**src/rtl/alien_gfx_pkg.sv**
```systemverilog
// Shared types, colours and default bitmaps for the animated alien sprite.
package alien_gfx_pkg;

  typedef enum logic [1:0] {
    ALIVE   = 2'd0,
    EXPLODE = 2'd1,
    DEAD    = 2'd2
  } alien_state_t;

  localparam logic [7:0] TRANSPARENT_ENCODING = 8'hFF;

  // RRRGGGBB colours
  localparam logic [7:0] COL_BODY  = 8'h1A;
  localparam logic [7:0] COL_EYE   = 8'hE0;
  localparam logic [7:0] COL_FLASH = 8'hFC;

  // Native size of the built-in bitmaps
  localparam int unsigned BMP_W = 13;
  localparam int unsigned BMP_H = 10;

  localparam int unsigned ROW_BITS = 4 * BMP_W;

  // One hex nibble per pixel, leftmost nibble is x=0.
  // 0 = transparent, 1 = body, 2 = eye, 3 = explosion flash.
  localparam logic [0:BMP_H-1][ROW_BITS-1:0] FRAME0_BMP = {
    52'h0010000000100,
    52'h0001000001000,
    52'h0011111111100,
    52'h0112111112110,
    52'h1111111111111,
    52'h1011111111101,
    52'h1010000000101,
    52'h0001100011000,
    52'h0000000000000,
    52'h0000000000000
  };

  localparam logic [0:BMP_H-1][ROW_BITS-1:0] FRAME1_BMP = {
    52'h0010000000100,
    52'h1001000001001,
    52'h1011111111101,
    52'h1112111112111,
    52'h1111111111111,
    52'h0111111111110,
    52'h0010000000100,
    52'h0100000000010,
    52'h0000000000000,
    52'h0000000000000
  };

  localparam logic [0:BMP_H-1][ROW_BITS-1:0] EXPLODE_BMP = {
    52'h0000300030000,
    52'h0300030300030,
    52'h0030000000300,
    52'h0003003003000,
    52'h3300033300033,
    52'h0003003003000,
    52'h0030000000300,
    52'h0300030300030,
    52'h0000300030000,
    52'h0000000000000
  };

  // Palette lookup for a bitmap nibble
  function automatic logic [7:0] code_to_rgb(input logic [3:0] code);
    logic [7:0] rgb;
    case (code)
      4'd1:    rgb = COL_BODY;
      4'd2:    rgb = COL_EYE;
      4'd3:    rgb = COL_FLASH;
      default: rgb = TRANSPARENT_ENCODING;
    endcase
    return rgb;
  endfunction

  // Extract the nibble for column x (x=0 is the leftmost pixel)
  function automatic logic [3:0] row_nibble(input logic [ROW_BITS-1:0] row,
                                            input logic [3:0]          x);
    logic [ROW_BITS-1:0] sh;
    sh = row << {x, 2'b00};
    return sh[ROW_BITS-1 -: 4];
  endfunction

endpackage

```
**src/rtl/alien_frame_rom.sv**
```systemverilog
// Combinational bitmap lookup: animation frame or explosion, transparent outside the bitmap.
module alien_frame_rom
  import alien_gfx_pkg::*;
#(
  parameter int unsigned WIDTH_X  = 13,
  parameter int unsigned HEIGHT_Y = 10,
  parameter int unsigned FRAME_W  = 1
) (
  input  logic [FRAME_W-1:0] frame_sel,
  input  logic [10:0]        src_x,
  input  logic [10:0]        src_y,
  input  logic               explode,
  output logic [7:0]         rgb
);

  logic                in_range;
  logic [1:0]          fsel;
  logic [3:0]          x_idx;
  logic [3:0]          y_idx;
  logic [ROW_BITS-1:0] row;

  // Select the bitmap row and decode the addressed pixel
  always_comb begin
    rgb      = TRANSPARENT_ENCODING;
    row      = '0;
    fsel     = 2'(frame_sel);
    x_idx    = 4'(src_x);
    y_idx    = 4'(src_y);
    in_range = (src_x < 11'(WIDTH_X))  && (src_x < 11'(BMP_W)) &&
               (src_y < 11'(HEIGHT_Y)) && (src_y < 11'(BMP_H));
    if (in_range) begin
      if (explode) begin
        row = EXPLODE_BMP[y_idx];
      end else begin
        case (fsel)
          2'd1, 2'd3: row = FRAME1_BMP[y_idx];
          default:    row = FRAME0_BMP[y_idx];
        endcase
      end
      rgb = code_to_rgb(row_nibble(row, x_idx));
    end
  end

endmodule

```
**src/rtl/alien_sprite_anim.sv**
```systemverilog
// Animated alien sprite: frame animation, hit explosion, dead/revive, registered pixel colour.
module alien_sprite_anim
  import alien_gfx_pkg::*;
#(
  parameter int unsigned WIDTH_X        = 13,
  parameter int unsigned HEIGHT_Y       = 10,
  parameter int unsigned SCALE_SHIFT    = 2,
  parameter int unsigned NUM_FRAMES     = 2,
  parameter int unsigned ANIM_PERIOD    = 30,
  parameter int unsigned EXPLODE_FRAMES = 16
) (
  input  logic        clk,
  input  logic        resetN,
  input  logic        startOfFrame,
  input  logic [10:0] offsetX,
  input  logic [10:0] offsetY,
  input  logic        InsideRectangle,
  input  logic        hit,
  input  logic        revive,
  output logic        drawingRequest,
  output logic [7:0]  RGBout,
  output logic        alive,
  output logic        exploding
);

  localparam int unsigned FRAME_W = (NUM_FRAMES > 1)     ? $clog2(NUM_FRAMES)     : 1;
  localparam int unsigned ANIM_W  = (ANIM_PERIOD > 1)    ? $clog2(ANIM_PERIOD)    : 1;
  localparam int unsigned BOOM_W  = (EXPLODE_FRAMES > 1) ? $clog2(EXPLODE_FRAMES) : 1;

  alien_state_t        state_q, state_d;
  logic [FRAME_W-1:0]  frame_q, frame_d;
  logic [ANIM_W-1:0]   anim_cnt_q, anim_cnt_d;
  logic [BOOM_W-1:0]   boom_cnt_q, boom_cnt_d;
  logic [7:0]          rgb_q, rgb_d;
  logic                alive_q, alive_d;
  logic                exploding_q, exploding_d;

  logic [10:0]         src_x;
  logic [10:0]         src_y;
  logic [7:0]          rom_rgb;

  assign src_x = offsetX >> SCALE_SHIFT;
  assign src_y = offsetY >> SCALE_SHIFT;

  alien_frame_rom #(
    .WIDTH_X  (WIDTH_X),
    .HEIGHT_Y (HEIGHT_Y),
    .FRAME_W  (FRAME_W)
  ) u_rom (
    .frame_sel (frame_q),
    .src_x     (src_x),
    .src_y     (src_y),
    .explode   (state_q == EXPLODE),
    .rgb       (rom_rgb)
  );

  // Next-state: life cycle FSM, animation and explosion counters, pixel colour
  always_comb begin
    state_d    = state_q;
    frame_d    = frame_q;
    anim_cnt_d = anim_cnt_q;
    boom_cnt_d = boom_cnt_q;

    case (state_q)
      ALIVE: begin
        // A hit pre-empts any animation step in the same cycle
        if (hit) begin
          state_d    = EXPLODE;
          boom_cnt_d = BOOM_W'(EXPLODE_FRAMES - 1);
        end else if (startOfFrame) begin
          if (anim_cnt_q == ANIM_W'(ANIM_PERIOD - 1)) begin
            anim_cnt_d = '0;
            frame_d    = (frame_q == FRAME_W'(NUM_FRAMES - 1)) ? '0 : frame_q + FRAME_W'(1);
          end else begin
            anim_cnt_d = anim_cnt_q + ANIM_W'(1);
          end
        end
      end
      EXPLODE: begin
        if (startOfFrame) begin
          if (boom_cnt_q == '0) begin
            state_d = DEAD;
          end else begin
            boom_cnt_d = boom_cnt_q - BOOM_W'(1);
          end
        end
      end
      DEAD: begin
        if (revive) begin
          state_d    = ALIVE;
          frame_d    = '0;
          anim_cnt_d = '0;
        end
      end
      default: begin
        state_d    = ALIVE;
        frame_d    = '0;
        anim_cnt_d = '0;
        boom_cnt_d = '0;
      end
    endcase

    alive_d     = (state_d == ALIVE);
    exploding_d = (state_d == EXPLODE);

    // Pixel colour uses the state registered at sample time
    if (!InsideRectangle || (state_q == DEAD)) begin
      rgb_d = TRANSPARENT_ENCODING;
    end else begin
      rgb_d = rom_rgb;
    end
  end

  // State, counters and output registers
  always_ff @(posedge clk or negedge resetN) begin
    if (!resetN) begin
      state_q     <= ALIVE;
      frame_q     <= '0;
      anim_cnt_q  <= '0;
      boom_cnt_q  <= '0;
      rgb_q       <= TRANSPARENT_ENCODING;
      alive_q     <= 1'b1;
      exploding_q <= 1'b0;
    end else begin
      state_q     <= state_d;
      frame_q     <= frame_d;
      anim_cnt_q  <= anim_cnt_d;
      boom_cnt_q  <= boom_cnt_d;
      rgb_q       <= rgb_d;
      alive_q     <= alive_d;
      exploding_q <= exploding_d;
    end
  end

  assign RGBout         = rgb_q;
  assign drawingRequest = (rgb_q != TRANSPARENT_ENCODING);
  assign alive          = alive_q;
  assign exploding      = exploding_q;

endmodule

```
**config.mk**
```make
export PLATFORM = sky130hd
export DESIGN_NAME = alien_sprite_anim
export DESIGN_NICKNAME = d
export VERILOG_FILES = /design/src/rtl/alien_gfx_pkg.sv /design/src/rtl/alien_frame_rom.sv /design/src/rtl/alien_sprite_anim.sv
export SDC_FILE = /design/constraint.sdc
export NUM_CORES = 1
export LEC_CHECK = 0
export ABC_CLOCK_PERIOD_IN_PS = 2330
export BUFFER_PORTS_ARGS = -buffer_cell sky130_fd_sc_hd__buf_2
export CORE_MARGIN = 5
export CORE_UTILIZATION = 54
export CTS_BUF_LIST = sky130_fd_sc_hd__clkbuf_16
export CTS_CLUSTER_SIZE = 14
export DETAILED_ROUTE_END_ITERATION = 10
export PLACE_DENSITY = 0.84
export SYNTH_ARGS = -nofsm -noshare
export SYNTH_HDL_FRONTEND = slang
export SYNTH_SLANG_ARGS = --single-unit
```
**constraint.sdc**
```tcl
create_clock -name clk -period 2.33 [get_ports clk]
set_input_delay 0.466 -clock clk [delete_from_list [all_inputs] [get_ports clk]]
set_output_delay 0.466 -clock clk [all_outputs]
set_load 0.005 [all_outputs]
```
==> impl_metrics.env, run 1 <==
export IMPL_layout_min_cycle_time_ns=2.28
export IMPL_power_density_mw_per_mm2=704
export IMPL_drt_first_pass_iters=4
export IMPL_crit_fanout=3
export IMPL_area_growth_pct=28.1
export IMPL_top_layer="met4"
export IMPL_power_leakage_nw=0.989
export IMPL_viasPerCell=5.69
export IMPL_grt_pass1_wl_mm=6.84
export IMPL_synth_adder_area_share_pct=12.3
export IMPL_met2WireLength_mm=2.23
export IMPL_maxCapViolations=0
export IMPL_wl_met3_um=190
export IMPL_antenna_cells=0
export IMPL_synth_compound_area_share_pct=26.8
export IMPL_layout_commonest_cell="buf_2"
export IMPL_overflow=0
export IMPL_ys_ff_latch=19
export IMPL_synthFlopType="dfrtp_1"
export IMPL_grt_max_degree=20
export IMPL_synth_top_family_by_area="compound AO/OA/AOI/OAI gates"
export IMPL_die_h_um=66.7
export IMPL_root_buffer="clkbuf_16"
export IMPL_p_sw_share_pct=37.4
export IMPL_synthMuxAreaShare_pct=3.03
export IMPL_path_class="in2reg"
export IMPL_wl_mm=4.11
export IMPL_fp_dieW_um=66.7
export IMPL_cp_required_ns=2.51
export IMPL_io_buffers=34
export IMPL_cp_data_arrival_time_ns=2.46
export IMPL_holdBufCountCts=0
export IMPL_intPower_mw=0.979
export IMPL_cts_made_buffers=3
export IMPL_p_seq_share_pct=34.5
export IMPL_grt_use_total_pct=19.7
export IMPL_yosysTopAreaCellShare_pct=18.8
export IMPL_crit_path_end_kind="register"
export IMPL_ys_warn_count=0
export IMPL_layout_drive_gt1_share_pct=38.4
export IMPL_hold_violations=0
export IMPL_wl_per_cell_um=14.2
export IMPL_synth_area_sq_mm=0.00173
export IMPL_syn_inst=196
export IMPL_maxSlewHeadroom_pct=69.0
export IMPL_async_flop_share_pct=100
export IMPL_layout_common_cells="buf_2 (32), buf_4 (23), nand2_1 (21)"
export IMPL_antenna_left=0
export IMPL_fin_crit_sh_pct=97.8
export IMPL_synth_area_per_cell_sq_um=8.85
export IMPL_ys_types=59
export IMPL_power_switching_mw=0.585
export IMPL_rsz0062_at_grt="yes"
export IMPL_finalSetupViolCount=0
export IMPL_clk_pin_slew_worst_paths_ns=0.05
export IMPL_start_util_pct=56.3
export IMPL_antenna_found_initial=0
export IMPL_hpwl_mm=3.02
export IMPL_vias=1643
export IMPL_setup_tns_ns=0
export IMPL_cts_tree="done"
export IMPL_vdd_drop_max_uv=341
export IMPL_tightestPinTransition_ns=0.463
export IMPL_clock_sinks=19
export IMPL_status="finished clean"
export IMPL_p_comb_share_pct=42.8
export IMPL_maxSlewViolCount=0
export IMPL_gpl_final_weighted_congestion=0.926
export IMPL_worst_skew_pair_late_latency_ns=0.25
export IMPL_synth_area_leader_cell="dfrtp_1"
export IMPL_worstSetupStartpointType="primary input"
export IMPL_core_area_sq_mm=0.00308
export IMPL_drc_errors=0
export IMPL_fin_skew_ns=0.00225
export IMPL_io_pins=39
export IMPL_fmax_ghz=0.439
export IMPL_cts_max_path_buffers=2
export IMPL_synth_area_leaders="dfrtp_1 (19%), ha_1 (12%), dfstp_2 (9.1%)"
export IMPL_synth_nets=241
export IMPL_cts_max_level=1
export IMPL_dieArea_sq_mm=0.00444
export IMPL_synth_edff_count=0
export IMPL_num_rows=20
export IMPL_synthXorXnorAreaFrac_pct=0
export IMPL_drt_iter0_markers=147
export IMPL_power_frac_clock_pct=22.7
export IMPL_final_nets=291
export IMPL_worstHoldPathType="in2async"
export IMPL_wl_met1_mm=1.62
export IMPL_grt_pass1_vias=1604
export IMPL_seq_area_frac_synth_pct=27.8
export IMPL_fin_util_pct=72.2
export IMPL_yosys_area_share_simple_pct=22.5
## flip-flops by register name (all words and copies together) (netlist names)
| signal | cells |
|---|---|
| boom_cnt_q | 4 |
| exploding | 1 |
| anim_cnt_q | 5 |
| state_q | 2 |
| RGBout | 5 |
| alive | 1 |
| frame_q | 1 |
## logic make-up (layout without fill, tap and decap cells)
logic type / after synthesis / after routing
AO/OA/AOI/OAI: 60 / 60
adder cells (fa/ha/maj): 17 / 17
buffers and inverters: 24 / 73
flip-flops: 19 / 19
multiplexers: 5 / 5
AND/OR/NAND/NOR: 71 / 71
## per-layer routing
| layer | up-vias | GRT usage, % |
|---|---|---|
| li1 | 813 | - |
| met5 | - | 0 |
| met4 | 0 | 9.90 |
| met3 | 5 | 1.69 |
| met1 | 775 | 22.8 |
| met2 | 50 | 35.8 |
## power groups by stage
| stage | Clock, mW | Sequential (mW) | Combinational (mW) |
|---|---|---|---|
| 2_1_floorplan | 0 | 0.497 | 0.502 |
| 3_3_place_gp | 0 | 0.534 | 0.614 |
| 3_5_place_dp | 0 | 0.539 | 0.632 |
| 4_1_cts | 0.359 | 0.539 | 0.642 |
| 5_1_grt | 0.375 | 0.557 | 0.753 |
| 6_report | 0.355 | 0.540 | 0.669 |
## worst paths after layout
path,from,endpoint,slack (ns),cells past startpoint
max reg2reg,state_q[1]$_DFF_PN0_,RGBout[1]$_DFF_PN1_,0.09,8
min in group clk,hit,alive$_DFF_PN1_,0.43,2
min,resetN,anim_cnt_q[4]$_DFFE_PN0P_,0.14,1
min reg2reg,boom_cnt_q[1]$_DFFE_PN0P_,boom_cnt_q[1]$_DFFE_PN0P_,0.52,1
max in group asynchronous,resetN,alive$_DFF_PN1_,1.87,1
max,offsetY[2],RGBout[1]$_DFF_PN1_,0.05,11
## stage by stage
stage | power, mW | std cells | setup slack, ns | hold WS (ns) | cell area, sq um
floorplan | 0.999 | 196 | 0.00286 | 0.170 | 1750
global placement | 1.15 | 285 | -0.195 | 0.415 | 2060
detailed placement | 1.17 | 285 | -0.225 | 0.422 | 2060
CTS | 1.54 | 289 | 0.0403 | 0.156 | 2140
global route | 1.69 | 289 | -0.0243 | 0.169 | 2220
finish | 1.56 | 289 | 0.0506 | 0.139 | 2220
## cell type report
cell class / count / area [sq um]
clock buffers: 3 / 75.1
clock inverters: 1 / 5.00
fillers: 234 / 856
inverters: 12 / 55.1
multi-input cells: 153 / 1190
flip-flops and latches: 19 / 483
well taps: 44 / 55.1
repair buffers: 57 / 363
## critical path, cell delays in order
cell,delay (ns)
buf_8,0.10
inv_6,0.05
ha_4,0.12
or3b_1,0.35
a211oi_2,0.32
buf_4,0.18
a221oi_2,0.07
a31o_1,0.26
ha_2,0.18
nand2b_4,0.13
or2_1,0.23
## Yosys cell counts (all sizes together), types with 3 or more instances
cell type  count
a21o           4
dfrtp         13
nand2b         7
buf           10
a31oi          4
nor2b          5
o21ai         13
dfstp          6
nor2          10
ha            17
a211oi         5
o31ai          3
nand2         21
o211ai         3
mux2i          3
nor3           7
a21oi         10
inv           12
nand3          6
## timing repair
action	4_1_cts	5_1_grt
gates resized for setup	0	19
setup buffers	0	0
endpoints found under the setup margin	0	5
Power figures use the tool's default switching activity.
==> inputs of run 2 (changes only) <==
RECOVER_POWER = 50   (was unset)
==> impl_metrics.env, run 2 (synthesized netlist as in run 1, its figures left out) <==
export IMPL_crit_fanout=3
export IMPL_start_util_pct=56.3
export IMPL_stdcell_area_sq_mm=0.00222
export IMPL_tightestPinTransition_ns=0.979
export IMPL_crit_path_end_kind="register"
export IMPL_layout_drive_gt1_share_pct=37.6
export IMPL_antenna_cells=0
export IMPL_cts_tree="done"
export IMPL_worst_path_max_delay_cell="or3b_1"
export IMPL_vias=1638
export IMPL_clock_sinks=19
export IMPL_path_depth=11
export IMPL_met2WireLength_mm=2.23
export IMPL_num_fill_cells=234
export IMPL_drt_first_pass_iters=4
export IMPL_fin_crit_sh_pct=97.9
export IMPL_finalSetupViolCount=0
export IMPL_wl_met3_um=160
export IMPL_cp_required_ns=2.51
export IMPL_reg2reg_setup_slack_ns=0.09
export IMPL_gpl_final_weighted_congestion=0.926
export IMPL_area_growth_pct=28.0
export IMPL_overflow=0
export IMPL_drt_iter0_markers=147
export IMPL_dieArea_sq_mm=0.00444
export IMPL_status="finished clean"
export IMPL_io_pins=39
export IMPL_place_ws_ns=-0.225
export IMPL_cp_startpoint="offsetY[2]"
export IMPL_setup_tns_ns=0
export IMPL_worstHoldPathType="in2async"
export IMPL_viasPerCell=5.67
export IMPL_wl_per_cell_um=14.2
export IMPL_grt_use_total_pct=19.7
export IMPL_rsz0062_at_grt="yes"
export IMPL_maxSlewViolCount=0
export IMPL_grt_max_degree=20
export IMPL_place_area_sq_mm=0.00206
export IMPL_cts_made_buffers=3
export IMPL_layout_commonest_cell="buf_2"
export IMPL_hpwl_mm=3.02
export IMPL_grt_pass1_vias=1604
export IMPL_layout_min_cycle_time_ns=2.28
export IMPL_path_class="in2reg"
export IMPL_final_nets=291
export IMPL_dp_cells=285
export IMPL_fmax_ghz=0.439
export IMPL_ff2ff_path_depth=8
export IMPL_worst_slack_ns=0.0495
export IMPL_top_layer="met4"
export IMPL_cts_max_path_buffers=2
export IMPL_fin_util_pct=72.1
export IMPL_drc_errors=0
export IMPL_worst_skew_pair_late_latency_ns=0.25
export IMPL_root_buffer="clkbuf_16"
export IMPL_layout_common_cells="buf_2 (30), buf_4 (23), nand2_1 (21)"
export IMPL_vdd_drop_max_uv=341
export IMPL_p_total_mw=1.56
export IMPL_num_rows=20
export IMPL_wl_mm=4.10
export IMPL_io_buffers=34
export IMPL_fp_dieW_um=66.7
export IMPL_whs_ns=0.350
export IMPL_cts_max_level=1
export IMPL_die_h_um=66.7
export IMPL_crit_family="simple AND/OR/NAND/NOR gates"
export IMPL_seq_area_sq_um=483
export IMPL_maxSlewHeadroom_pct=34.7
export IMPL_r2r_end="RGBout[1]$_DFF_PN1_"
export IMPL_maxCapViolations=0
export IMPL_cp_data_arrival_time_ns=2.46
export IMPL_stdcell_count=289
export IMPL_grt_pass1_wl_mm=6.84
export IMPL_r2r_start="state_q[1]$_DFF_PN0_"
export IMPL_power_density_mw_per_mm2=703
export IMPL_core_area_sq_mm=0.00308
export IMPL_antenna_found_initial=0
export IMPL_hold_violations=0
export IMPL_worstSetupStartpointType="primary input"
export IMPL_clk_pin_slew_worst_paths_ns=0.05
export IMPL_critical_path_buf_inv_count=3
export IMPL_power_leakage_nw=0.982
export IMPL_crit_chain="buf_8 > inv_6 > ha_4 > or3b_1 > a211oi_2 > buf_4 > a221oi_2 > a31o_1 > ha_2 > nand2b_4 > or2_1"
export IMPL_antenna_left=0
export IMPL_setup_worst_path_end="RGBout[1]$_DFF_PN1_"
export IMPL_max_stage_delay_ns=0.35
export IMPL_wl_met1_mm=1.63
export IMPL_fin_skew_ns=0.00222
export IMPL_multi_input_area_sq_mm=0.00119
-- run 2: how the worst min path moves through the flow --
stage	cells past startpoint	from	slack [ns]	endpoint
2_1_floorplan	0	resetN	0.17	anim_cnt_q[0]$_DFFE_PN0P_
3_3_place_gp	1	resetN	0.41	boom_cnt_q[3]$_DFFE_PN0P_
3_5_place_dp	1	resetN	0.42	boom_cnt_q[3]$_DFFE_PN0P_
4_1_cts	1	resetN	0.16	anim_cnt_q[4]$_DFFE_PN0P_
5_1_grt	1	resetN	0.43	anim_cnt_q[4]$_DFFE_PN0P_
6_report	1	resetN	0.35	anim_cnt_q[4]$_DFFE_PN0P_
-- run 2: final cells by class --
type | count | area share (%)
clock inverter | 1 | 0.225
timing repair buffer | 57 | 16.2
sequential | 19 | 21.8
inverter | 12 | 2.48
tap | 44 | 2.48
clock buffer | 3 | 3.38
multi-input combinational | 153 | 53.4
-- run 2: power breakdown --
part	internal (mW)	switching (mW)
clock network	0.230	0.125
registers	0.431	0.109
logic	0.316	0.351
-- run 2: routing by layer --
metal	global-route usage (%)	vias to the layer above
met1	22.8	781
met4	9.90	0
met3	1.69	7
met5	0	-
li1	-	810
met2	35.8	40
-- run 2: repair_timing --
| action | in CTS | in global routing |
|---|---|---|
| resized for setup | 0 | 19 |
| hold buffers | 0 | 0 |
| setup endpoints to repair | 0 | 5 |
| setup buffers | 0 | 0 |
| hold endpoints to repair | 0 | 0 |
-- run 2: worst register-to-register path: stages, from the launching register on --
cell      delay (ns)
dfrtp_1         0.48
nor4b_4         0.41
nand3_2         0.18
a31oi_2         0.24
o32ai_2         0.11
a31o_1          0.21
ha_2            0.18
nand2b_4        0.13
or2_1           0.23
==> inputs of run 3 (changes only) <==
ABC_AREA = 1   (was unset)
==> impl_metrics.env, run 3 <==
export IMPL_power_density_mw_per_mm2=728
export IMPL_multi_input_area_sq_mm=0.00105
export IMPL_synth_area_leaders="dfrtp_1 (19%), nand2_1 (13%), ha_1 (12%)"
export IMPL_io_buffers=34
export IMPL_async_flop_share_pct=100
export IMPL_use_met2_pct=33.0
export IMPL_cp_required_ns=2.47
export IMPL_synth_area_per_cell_sq_um=6.66
export IMPL_drc_errors=0
export IMPL_synth_top_cells_by_count="nand2_1 (58), nor2_1 (47), inv_1 (34), ha_1 (17), nand3_1 (16)"
export IMPL_num_rows=20
export IMPL_seq_area_frac_synth_pct=28.2
export IMPL_holdBufCountCts=0
export IMPL_vdd_drop_max_uv=490
export IMPL_yosysMostFrequentCell="nand2_1"
export IMPL_vias=1714
export IMPL_gpl_final_weighted_congestion=0.851
export IMPL_status="finished clean"
export IMPL_setup_tns_ns=0
export IMPL_dp_cells=335
export IMPL_cts_made_buffers=3
export IMPL_antenna_found_initial=0
export IMPL_seq_area_sq_um=483
export IMPL_max_stage_delay_ns=0.28
export IMPL_r2r_end="RGBout[1]$_DFF_PN1_"
export IMPL_ys_types=31
export IMPL_fmax_ghz=0.486
export IMPL_layout_min_cycle_time_ns=2.06
export IMPL_grt_pass1_vias=1461
export IMPL_layout_drive_gt1_share_pct=21.0
export IMPL_fin_util_pct=66.0
export IMPL_grt_pass1_wl_mm=6.19
export IMPL_cts_max_path_buffers=2
export IMPL_crit_fanout=5
export IMPL_grtUsageMet3_pct=2.72
export IMPL_synthFlopType="dfrtp_1"
export IMPL_fin_crit_sh_pct=88.3
export IMPL_r2r_start="state_q[1]$_DFF_PN0_"
export IMPL_reg2reg_setup_slack_ns=0.39
export IMPL_antenna_left=0
export IMPL_ys_ff_latch=19
export IMPL_root_buffer="clkbuf_16"
export IMPL_start_util_pct=56.0
export IMPL_fin_skew_ns=0.00102
export IMPL_clk_pin_slew_worst_paths_ns=0.05
export IMPL_grt_max_degree=20
export IMPL_maxCapViolations=0
export IMPL_crit_chain="buf_2 > inv_1 > ha_1 > nand2_1 > nor3_1 > nand2_1 > nand2_1 > inv_1 > o21ai_1 > inv_1 > nand2_1 > o21ai_0 > ha_1 > inv_1 > nand4_1"
export IMPL_synth_edff_count=0
export IMPL_viasPerCell=5.06
export IMPL_crit_family="simple AND/OR/NAND/NOR gates"
export IMPL_io_pins=39
export IMPL_use_met1_pct=20.8
export IMPL_drt_iter0_markers=55
export IMPL_synth_area_sq_mm=0.00171
export IMPL_antenna_cells=0
export IMPL_busiest_layer="met2"
export IMPL_layout_commonest_cell="nand2_1"
export IMPL_hold_violations=0
export IMPL_power_leakage_nw=1.08
export IMPL_cts_resized=0
export IMPL_worst_slack_ns=0.272
export IMPL_ff2ff_path_depth=13
export IMPL_worstHoldPathType="in2async"
export IMPL_core_area_sq_mm=0.00305
export IMPL_die_h_um=66.3
export IMPL_finalSetupViolCount=0
export IMPL_clock_sinks=19
export IMPL_cp_data_arrival_time_ns=2.20
export IMPL_maxSlewHeadroom_pct=33.3
export IMPL_overflow=0
export IMPL_wl_per_cell_um=10.7
export IMPL_layout_common_cells="nand2_1 (58), nor2_1 (47), inv_1 (35)"
export IMPL_whs_ns=0.363
export IMPL_stdcell_count=339
export IMPL_hpwl_mm=2.99
export IMPL_fp_dieW_um=66.3
export IMPL_drt_first_pass_iters=5
export IMPL_maxSlewViolCount=0
export IMPL_rsz0062_at_grt="no"
export IMPL_cts_tree="done"
export IMPL_path_class="in2reg"
export IMPL_cts_setup_buffers=0
export IMPL_num_fill_cells=274
export IMPL_worstSetupStartpointType="primary input"
export IMPL_wl_mm=3.61
export IMPL_place_ws_ns=0.0201
export IMPL_worst_skew_pair_late_latency_ns=0.24
export IMPL_syn_inst=257
export IMPL_crit_path_end_kind="register"
export IMPL_ys_warn_count=0
export IMPL_worst_path_max_delay_cell="nor3_1"
export IMPL_cts_max_level=1
export IMPL_area_growth_pct=17.8
export IMPL_grt_use_total_pct=17.6
export IMPL_yosysTopAreaCellShare_pct=19.0
export IMPL_dieArea_sq_mm=0.00439
export IMPL_final_nets=341
export IMPL_critical_path_buf_inv_count=5
export IMPL_tightestPinTransition_ns=1.00
export IMPL_synth_area_leader_cell="dfrtp_1"
export IMPL_synth_nets=302
-- run 3: final cells by class --
type / count / area share, %
Multi-Input combinational cell: 195 / 52.2
Inverter: 39 / 7.27
Tap cell: 44 / 2.73
Timing Repair Buffer: 38 / 9.88
Clock buffer: 3 / 3.73
Clock inverter: 1 / 0.248
Sequential cell: 19 / 24.0
-- run 3: worst register-to-register path, stage by stage (launching register included) --
cell     delay (ns)
dfrtp_1        0.41
inv_2          0.13
nand3_1        0.14
nor3_1         0.25
nand2_1        0.08
nand2_1        0.09
inv_1          0.04
o21ai_1        0.09
inv_1          0.05
nand2_1        0.05
o21ai_0        0.11
ha_1           0.22
inv_1          0.08
nand4_1        0.10
-- run 3: worst max path at each step --
stage                          start                  end  slack (ns)  depth (start not counted)
final                     offsetY[3]  RGBout[1]$_DFF_PN1_        0.27                         15
after global routing      offsetY[3]  RGBout[0]$_DFF_PN1_        0.04                         15
after CTS                 offsetY[3]  RGBout[2]$_DFF_PN1_        0.28                         14
after detailed placement  offsetY[3]  RGBout[1]$_DFF_PN1_        0.02                         15
after global placement    offsetY[3]  RGBout[2]$_DFF_PN1_        0.04                         14
after floorplan           offsetY[2]  RGBout[2]$_DFF_PN1_        0.34                         13
-- run 3: logic make-up (layout without fill, tap and decap cells) --
family                   Yosys count  in the layout  synth area share [%]
adder cells (fa/ha/maj)           17             17                  12.4
AND/OR/NAND/NOR                  146            146                  38.4
AO/OA/AOI/OAI                     30             30                  9.58
buffers and inverters             43             81                  10.3
XOR/XNOR                           2              2                  1.02
flip-flops                        19             19                  28.2
-- run 3: layer usage --
| layer | up-vias | part of all wire [%] |
|---|---|---|
| met1 | 776 | 43 |
| met2 | 51 | 50 |
| met5 | - | 0 |
| met4 | 0 | 1.2 |
| met3 | 4 | 5.2 |
| li1 | 883 | - |
-- run 3: where the power goes --
part | switching (mW) | internal, mW | total, mW
Sequential | 0.0751 | 0.422 | 0.497
Clock | 0.112 | 0.229 | 0.342
Combinational | 0.402 | 0.226 | 0.628
-- run 3: through the flow --
step           total power, mW  cell area [sq um]
6_report                  1.47               2010
5_1_grt                   1.59               2010
4_1_cts                   1.47               2020
2_1_floorplan            0.950               1710
3_3_place_gp              1.09               1940
3_5_place_dp              1.12               1940
